[src/rtl/riscv_pkg.sv]
// rtl/riscv_pkg.sv - shared RISC-V pipeline types and opcode constants
package riscv_pkg;

  localparam int XLEN = 64;
  localparam int ILEN = 32;

  localparam logic [6:0] OP_BRANCH = 7'b1100011;
  localparam logic [6:0] OP_JAL    = 7'b1101111;
  localparam logic [6:0] OP_JALR   = 7'b1100111;

  typedef struct packed {
    logic [ILEN-1:0] instruction;
    logic [XLEN-1:0] pcplus1;
  } iq_entry_t;

endpackage

[src/rtl/instr_queue_if.sv]
// rtl/instr_queue_if.sv - fetch/decode handshake bundle for the instruction queue
interface instr_queue_if #(
  parameter int ADDRESS_WIDTH     = 64,
  parameter int INSTRUCTION_WIDTH = 32
);
  logic                         in_valid;
  logic [INSTRUCTION_WIDTH-1:0] in_instruction_bits;
  logic [ADDRESS_WIDTH-1:0]     in_pcplus1;
  logic                         in_flush;
  logic                         out_enable;
  logic                         in_decode_ready;
  logic                         out_valid;
  logic [INSTRUCTION_WIDTH-1:0] out_instruction_bits;
  logic [ADDRESS_WIDTH-1:0]     out_pc;
  logic [ADDRESS_WIDTH-1:0]     out_pcplus1;
  logic [6:0]                   out_opcode;
  logic [4:0]                   out_rd;
  logic [4:0]                   out_rs1;
  logic [4:0]                   out_rs2;
  logic                         out_is_ctrl;
  logic                         out_illegal;

  modport master (
    output in_valid, in_instruction_bits, in_pcplus1, in_flush, in_decode_ready,
    input  out_enable, out_valid, out_instruction_bits, out_pc, out_pcplus1,
           out_opcode, out_rd, out_rs1, out_rs2, out_is_ctrl, out_illegal
  );

  modport slave (
    input  in_valid, in_instruction_bits, in_pcplus1, in_flush, in_decode_ready,
    output out_enable, out_valid, out_instruction_bits, out_pc, out_pcplus1,
           out_opcode, out_rd, out_rs1, out_rs2, out_is_ctrl, out_illegal
  );
endinterface

[src/rtl/instr_predecode.sv]
// rtl/instr_predecode.sv - combinational field extraction shared by queue and decode
module instr_predecode
  import riscv_pkg::*;
(
  input  logic [ILEN-1:0] instruction,
  output logic [6:0]      opcode,
  output logic [4:0]      rd,
  output logic [4:0]      rs1,
  output logic [4:0]      rs2,
  output logic            is_ctrl,
  output logic            illegal
);
  logic unused_bits;

  assign opcode  = instruction[6:0];
  assign rd      = instruction[11:7];
  assign rs1     = instruction[19:15];
  assign rs2     = instruction[24:20];
  assign is_ctrl = (opcode == OP_BRANCH) || (opcode == OP_JAL) || (opcode == OP_JALR);
  // Compressed encodings have low bits other than 2'b11 and are not supported.
  assign illegal = (instruction[1:0] != 2'b11);

  assign unused_bits = ^{instruction[31:25], instruction[14:12]};
endmodule

[src/rtl/instr_queue.sv]
// rtl/instr_queue.sv - fetch-to-decode circular instruction buffer with predecode
module instr_queue
  import riscv_pkg::*;
#(
  parameter int DEPTH             = 4,
  parameter int ADDRESS_WIDTH     = 64,
  parameter int INSTRUCTION_WIDTH = 32
) (
  input  logic         clk,
  input  logic         reset,
  instr_queue_if.slave bus
);
  localparam int PW = $clog2(DEPTH);
  localparam int CW = PW + 1;
  localparam logic [CW-1:0] FULL_COUNT = CW'(DEPTH);

  logic [PW-1:0] head_ptr;
  logic [PW-1:0] tail_ptr;
  logic [CW-1:0] count;
  iq_entry_t     mem [DEPTH];

  logic push;
  logic pop;
  logic out_valid_i;
  logic out_enable_i;

  assign out_valid_i  = (count != '0);
  assign out_enable_i = (count != FULL_COUNT);
  assign push = bus.in_valid && out_enable_i && !bus.in_flush;
  assign pop  = out_valid_i && bus.in_decode_ready && !bus.in_flush;

  always_ff @(posedge clk or posedge reset) begin
    if (reset) begin
      head_ptr <= '0;
      tail_ptr <= '0;
      count    <= '0;
      for (int i = 0; i < DEPTH; i++) begin
        mem[i] <= '0;
      end
    end else if (bus.in_flush) begin
      head_ptr <= '0;
      tail_ptr <= '0;
      count    <= '0;
    end else begin
      if (push) begin
        mem[tail_ptr] <= '{instruction: bus.in_instruction_bits, pcplus1: bus.in_pcplus1};
        tail_ptr      <= tail_ptr + 1'b1;
      end
      if (pop) begin
        head_ptr <= head_ptr + 1'b1;
      end
      count <= count + CW'(push) - CW'(pop);
    end
  end

  logic [INSTRUCTION_WIDTH-1:0] head_instruction;
  logic [ADDRESS_WIDTH-1:0]     head_pcplus1;
  logic [6:0]                   pd_opcode;
  logic [4:0]                   pd_rd;
  logic [4:0]                   pd_rs1;
  logic [4:0]                   pd_rs2;
  logic                         pd_is_ctrl;
  logic                         pd_illegal;

  assign head_instruction = mem[head_ptr].instruction;
  assign head_pcplus1     = mem[head_ptr].pcplus1;

  instr_predecode u_predecode (
    .instruction (head_instruction),
    .opcode      (pd_opcode),
    .rd          (pd_rd),
    .rs1         (pd_rs1),
    .rs2         (pd_rs2),
    .is_ctrl     (pd_is_ctrl),
    .illegal     (pd_illegal)
  );

  // Head-derived outputs read as zero whenever the queue is empty.
  assign bus.out_valid            = out_valid_i;
  assign bus.out_enable           = out_enable_i;
  assign bus.out_instruction_bits = out_valid_i ? head_instruction : '0;
  assign bus.out_pcplus1          = out_valid_i ? head_pcplus1 : '0;
  assign bus.out_pc               = out_valid_i ? (head_pcplus1 - ADDRESS_WIDTH'(4)) : '0;
  assign bus.out_opcode           = out_valid_i ? pd_opcode : '0;
  assign bus.out_rd               = out_valid_i ? pd_rd : '0;
  assign bus.out_rs1              = out_valid_i ? pd_rs1 : '0;
  assign bus.out_rs2              = out_valid_i ? pd_rs2 : '0;
  assign bus.out_is_ctrl          = out_valid_i && pd_is_ctrl;
  assign bus.out_illegal          = out_valid_i && pd_illegal;
endmodule
[src/flat_wrapper.sv]
// flat-port wrapper written by rule: the top's interface ports become plain ports
module instr_queue_flat import riscv_pkg::*;
#(
  parameter int DEPTH             = 4,
  parameter int ADDRESS_WIDTH     = 64,
  parameter int INSTRUCTION_WIDTH = 32
)
  (clk, reset, bus_in_valid, bus_in_instruction_bits, bus_in_pcplus1, bus_in_flush, bus_in_decode_ready, bus_out_enable, bus_out_valid, bus_out_instruction_bits, bus_out_pc, bus_out_pcplus1, bus_out_opcode, bus_out_rd, bus_out_rs1, bus_out_rs2, bus_out_is_ctrl, bus_out_illegal);
  instr_queue_if #(.ADDRESS_WIDTH(ADDRESS_WIDTH), .INSTRUCTION_WIDTH(INSTRUCTION_WIDTH)) bus_i ();
  input  logic clk;
  input  logic reset;
  input wire logic [$bits(bus_i.in_valid)-1:0] bus_in_valid;
  input wire logic [$bits(bus_i.in_instruction_bits)-1:0] bus_in_instruction_bits;
  input wire logic [$bits(bus_i.in_pcplus1)-1:0] bus_in_pcplus1;
  input wire logic [$bits(bus_i.in_flush)-1:0] bus_in_flush;
  input wire logic [$bits(bus_i.in_decode_ready)-1:0] bus_in_decode_ready;
  output wire logic [$bits(bus_i.out_enable)-1:0] bus_out_enable;
  output wire logic [$bits(bus_i.out_valid)-1:0] bus_out_valid;
  output wire logic [$bits(bus_i.out_instruction_bits)-1:0] bus_out_instruction_bits;
  output wire logic [$bits(bus_i.out_pc)-1:0] bus_out_pc;
  output wire logic [$bits(bus_i.out_pcplus1)-1:0] bus_out_pcplus1;
  output wire logic [$bits(bus_i.out_opcode)-1:0] bus_out_opcode;
  output wire logic [$bits(bus_i.out_rd)-1:0] bus_out_rd;
  output wire logic [$bits(bus_i.out_rs1)-1:0] bus_out_rs1;
  output wire logic [$bits(bus_i.out_rs2)-1:0] bus_out_rs2;
  output wire logic [$bits(bus_i.out_is_ctrl)-1:0] bus_out_is_ctrl;
  output wire logic [$bits(bus_i.out_illegal)-1:0] bus_out_illegal;
  assign bus_i.in_valid = bus_in_valid;
  assign bus_i.in_instruction_bits = bus_in_instruction_bits;
  assign bus_i.in_pcplus1 = bus_in_pcplus1;
  assign bus_i.in_flush = bus_in_flush;
  assign bus_i.in_decode_ready = bus_in_decode_ready;
  assign bus_out_enable = bus_i.out_enable;
  assign bus_out_valid = bus_i.out_valid;
  assign bus_out_instruction_bits = bus_i.out_instruction_bits;
  assign bus_out_pc = bus_i.out_pc;
  assign bus_out_pcplus1 = bus_i.out_pcplus1;
  assign bus_out_opcode = bus_i.out_opcode;
  assign bus_out_rd = bus_i.out_rd;
  assign bus_out_rs1 = bus_i.out_rs1;
  assign bus_out_rs2 = bus_i.out_rs2;
  assign bus_out_is_ctrl = bus_i.out_is_ctrl;
  assign bus_out_illegal = bus_i.out_illegal;
  instr_queue #(.DEPTH(DEPTH), .ADDRESS_WIDTH(ADDRESS_WIDTH), .INSTRUCTION_WIDTH(INSTRUCTION_WIDTH)) u_core (.clk(clk), .reset(reset), .bus(bus_i));
endmodule
[config.mk]
export PLATFORM = sky130hd
export DESIGN_NAME = instr_queue_flat
export DESIGN_NICKNAME = d
export VERILOG_FILES = /design/src/rtl/riscv_pkg.sv /design/src/rtl/instr_queue_if.sv /design/src/rtl/instr_predecode.sv /design/src/rtl/instr_queue.sv /design/src/flat_wrapper.sv
export SDC_FILE = /design/constraint.sdc
export NUM_CORES = 1
export LEC_CHECK = 0
export BUFFER_PORTS_ARGS = -buffer_cell sky130_fd_sc_hd__buf_4
export CORE_ASPECT_RATIO = 2
export CORE_MARGIN = 4
export CORE_UTILIZATION = 45
export DETAILED_ROUTE_END_ITERATION = 8
export GPL_ROUTABILITY_DRIVEN = 0
export PLACE_DENSITY = 0.79
export SLEW_MARGIN = 0
export SYNTH_ARGS = -nofsm -noshare
export SYNTH_HDL_FRONTEND = slang
export SYNTH_SLANG_ARGS = --single-unit
[constraint.sdc]
create_clock -name clk -period 11.8 [get_ports clk]
set_input_delay 1.77 -clock clk [delete_from_list [all_inputs] [get_ports clk]]
set_output_delay 1.77 -clock clk [all_outputs]
set_load 0.1 [all_outputs]
==> results.yml <==
status:
  status: "finished clean"
clock_tree:
  clock-sinks: 391
  post_cts_resize_count: 0
  clock_path_buffers: 3
  clk_pin_slew_ns: 0.07
  hold_buffers: 0
  worst_skew_pair.late_latency_ns: 0.52
  cts_made_buffers: 36
  ctsRootBufferMaster: "clkbuf_16"
  cts_setup_buffers: 0
  h-tree-depth: 2
  tritoncts: "yes"
die:
  io_pins: 287
  die_h_um: 301
  start_util: 0.454
  dieWidth_um: 155
  rows: 107
  dieArea_um2: 46500
  core_um2: 42600
worst_setup_path:
  r2r_cells: 14
  crit_slowest_cell: "dfrtp_4"
  cp_num_cells: 8
  crit_top_cell: "buf_4"
  crit_path_end_kind: "output port"
  r2r_slack_ns: 7.95
  cpLargestDelayFamily: "simple AND/OR/NAND/NOR gates"
  crit_buf_inv: 2
  crit_required_ns: 10.03
  worstPathArrival_ns: 5.89
  worstSetupStartpointType: "register"
  critPathKind: "register to output port"
  slowest_delay_ns: 0.90
  worstPathCellList: "buf_4 > mux4_2 > or4_1 > nor4_1 > and4_1 > nor4bb_1 > mux2_1 > buf_4"
  crit_path_max_fanout: 39
  r2r_end: "u_core.count[2]"
  r2r-start: "u_core.count[1]"
timing:
  slew_violations: 0
  rsz0062_at_grt: "no"
  setup_viol: 0
  hold_viol: 0
  tightest_slew_ns: 1.09
  period_needed_ns: 7.66
  setup_tns_ns: 0
  slew_headroom: 0.267
  fin_crit_sh: 0.649
  max_freq_mhz: 131
  skew_ns: 0.00978
  holdWs_ns: 0.500
logic_synthesis:
  avgSynthCellArea_um2: 14.0
  ys_warn_count: 0
  syn-num-nets: 1494
  syn-cell-area_um2: 19300
  ys_types: 42
  seq_area_frac_synth: 0.506
  ys_ff_latch: 391
  synthesis.instances: 1385
detailed_routing:
  via_per_inst: 5.76
  wl_met2_mm: 28.1
  wl_per_cell_um: 23.4
  wl_mm: 51.2
  drt-pass1-iter-count: 5
  vias: 12602
  drc_errors: 0
  first_iter_violations: 551
  ant_nets: 0
  met1Wirelength_mm: 18.3
  top_layer_used: "met4"
  met3WireLength_mm: 2.76
layout:
  multi_input_area_um2: 8960
  final_cells: 2187
  filler_cell_count: 3555
  layout-drive-gt1-share: 0.524
  fin_area_um2: 23000
  layout.nets: 1721
  syn_to_final_growth_pct: 19.3
  regArea_um2: 9790
global_routing:
  grt_usage: 0.219
  grt_max_degree: 180
  grt-ovfl-total: 0
  grt_pass1_vias: 13842
  antenna_found_initial: 4
  grt_pass1_wl_mm: 79.6
flow_run:
  drv_cap: 0
min_path:
  min_delay_worst_endpoint: "u_core.mem[58]"
  hold_class: "register to register"
  min_path_cells: 1
  min_from: "u_core.mem[58]"
place:
  dpl-instance-area_um2: 21700
  dp_hpwl_mm: 35.3
  dpl.cell_count: 2119
  port_buffers: 286
sequential cells by signal, summed over array words and instances, names as in the netlist:
register and count:
u_core.mem 384, u_core.head_ptr 2, u_core.count 3, u_core.tail_ptr 2
worst max-delay path by stage:
stage                       start              end
2_1_floorplan               reset  u_core.count[0]
3_3_place_gp   u_core.head_ptr[1]   bus_out_pc[63]
3_5_place_dp   u_core.head_ptr[1]   bus_out_pc[63]
4_1_cts        u_core.head_ptr[1]   bus_out_pc[63]
5_1_grt        u_core.head_ptr[1]   bus_out_pc[63]
6_report       u_core.head_ptr[1]   bus_out_pc[63]
layer usage:
layer	up-vias	track usage
met3	110	0.0345
li1	5495	-
met5	-	0
met2	414	0.405
met1	6583	0.245
met4	0	0.0953
worst reg2reg max path, stage by stage, from the launching register on:
cell	delay (ns)
dfrtp_1	0.45
nor3_2	0.17
buf_4	0.64
inv_2	0.48
buf_4	0.49
nand2_1	0.22
nor2_1	0.06
ha_1	0.26
inv_1	0.05
ha_1	0.13
inv_1	0.05
fa_1	0.37
xor2_1	0.18
xnor2_1	0.14
nor2_1	0.05
cell usage in the layout (no fill, tap or decap), types with 11 or more instances in the layout:
| cell type | synthesis | routed |
|---|---|---|
| or4_1 | 16 | 16 |
| nor3_1 | 12 | 11 |
| nand2_1 | 19 | 15 |
| and2_1 | 93 | 93 |
| nor4_1 | 21 | 21 |
| or3_1 | 25 | 25 |
| mux2_2 | 386 | 386 |
| a21oi_1 | 25 | 25 |
| mux4_2 | 96 | 96 |
| buf_4 | 25 | 299 |
| dfrtp_1 | 391 | 389 |
| nor2_1 | 68 | 68 |
| xnor2_1 | 23 | 23 |
| clkbuf_16 | 0 | 37 |
synthesized netlist by cell type:
master,count,area share
a21oi_1,25,0.0065
a2bb2oi_1,1,0.00045
and2_1,93,0.030
and3_1,1,0.00032
and4_1,3,0.0014
buf_1,30,0.0058
buf_12,1,0.0010
buf_2,8,0.0021
buf_4,25,0.0097
buf_6,5,0.0029
clkbuf_1,42,0.0082
dfrtp_1,391,0.51
fa_1,1,0.0010
ha_1,7,0.0045
inv_1,10,0.0019
mux2_1,9,0.0052
mux2_2,386,0.22
mux2i_1,1,0.00052
mux4_2,96,0.11
nand2_1,19,0.0037
nand2b_1,2,0.00065
nand3_1,10,0.0026
nand3b_1,2,0.00078
nand4_1,4,0.0013
nand4b_1,3,0.0014
nor2_1,68,0.013
nor2b_1,2,0.00065
nor3_1,12,0.0031
nor3_2,1,0.00052
nor4_1,21,0.0068
nor4bb_1,1,0.00052
o21ai_0,10,0.0026
o21ai_1,2,0.00052
o31ai_1,10,0.0039
o41ai_1,1,0.00045
or2_1,2,0.00065
or2_2,4,0.0013
or3_1,25,0.0081
or4_1,16,0.0062
or4_4,3,0.0017
xnor2_1,23,0.010
xor2_1,9,0.0041
logic make-up after synthesis:
kind of cell               share of synthesized area
buffers and inverters                         0.0317
AOI/OAI and AO/OA                             0.0144
xor gates and xnor gates                      0.0145
adders and majority gates                    0.00557
DFF                                            0.506
muxes                                          0.343
and+or+nand+nor                               0.0850
area by class of cell:
| class | count | share of cell area |
|---|---|---|
| Clock buffer | 49 | 0.0456 |
| Sequential cell | 391 | 0.425 |
| Multi-Input combinational cell | 873 | 0.389 |
| Inverter | 10 | 0.00179 |
| Tap cell | 545 | 0.0296 |
| Timing Repair Buffer | 300 | 0.0983 |
| Antenna cell | 4 | 0.000434 |
| Clock inverter | 15 | 0.0106 |
metrics by stage:
step / util / setup WS (ns)
after CTS: 0.541 / 4.07
after detailed placement: 0.511 / 4.66
after floorplan: - / 4.77
after global routing: 0.541 / 3.91
after global placement: 0.511 / 4.76
final: 0.541 / 4.14
Power is not shown: default switching activity piles up to over one toggle a cycle in this logic, so the estimate is an artifact.
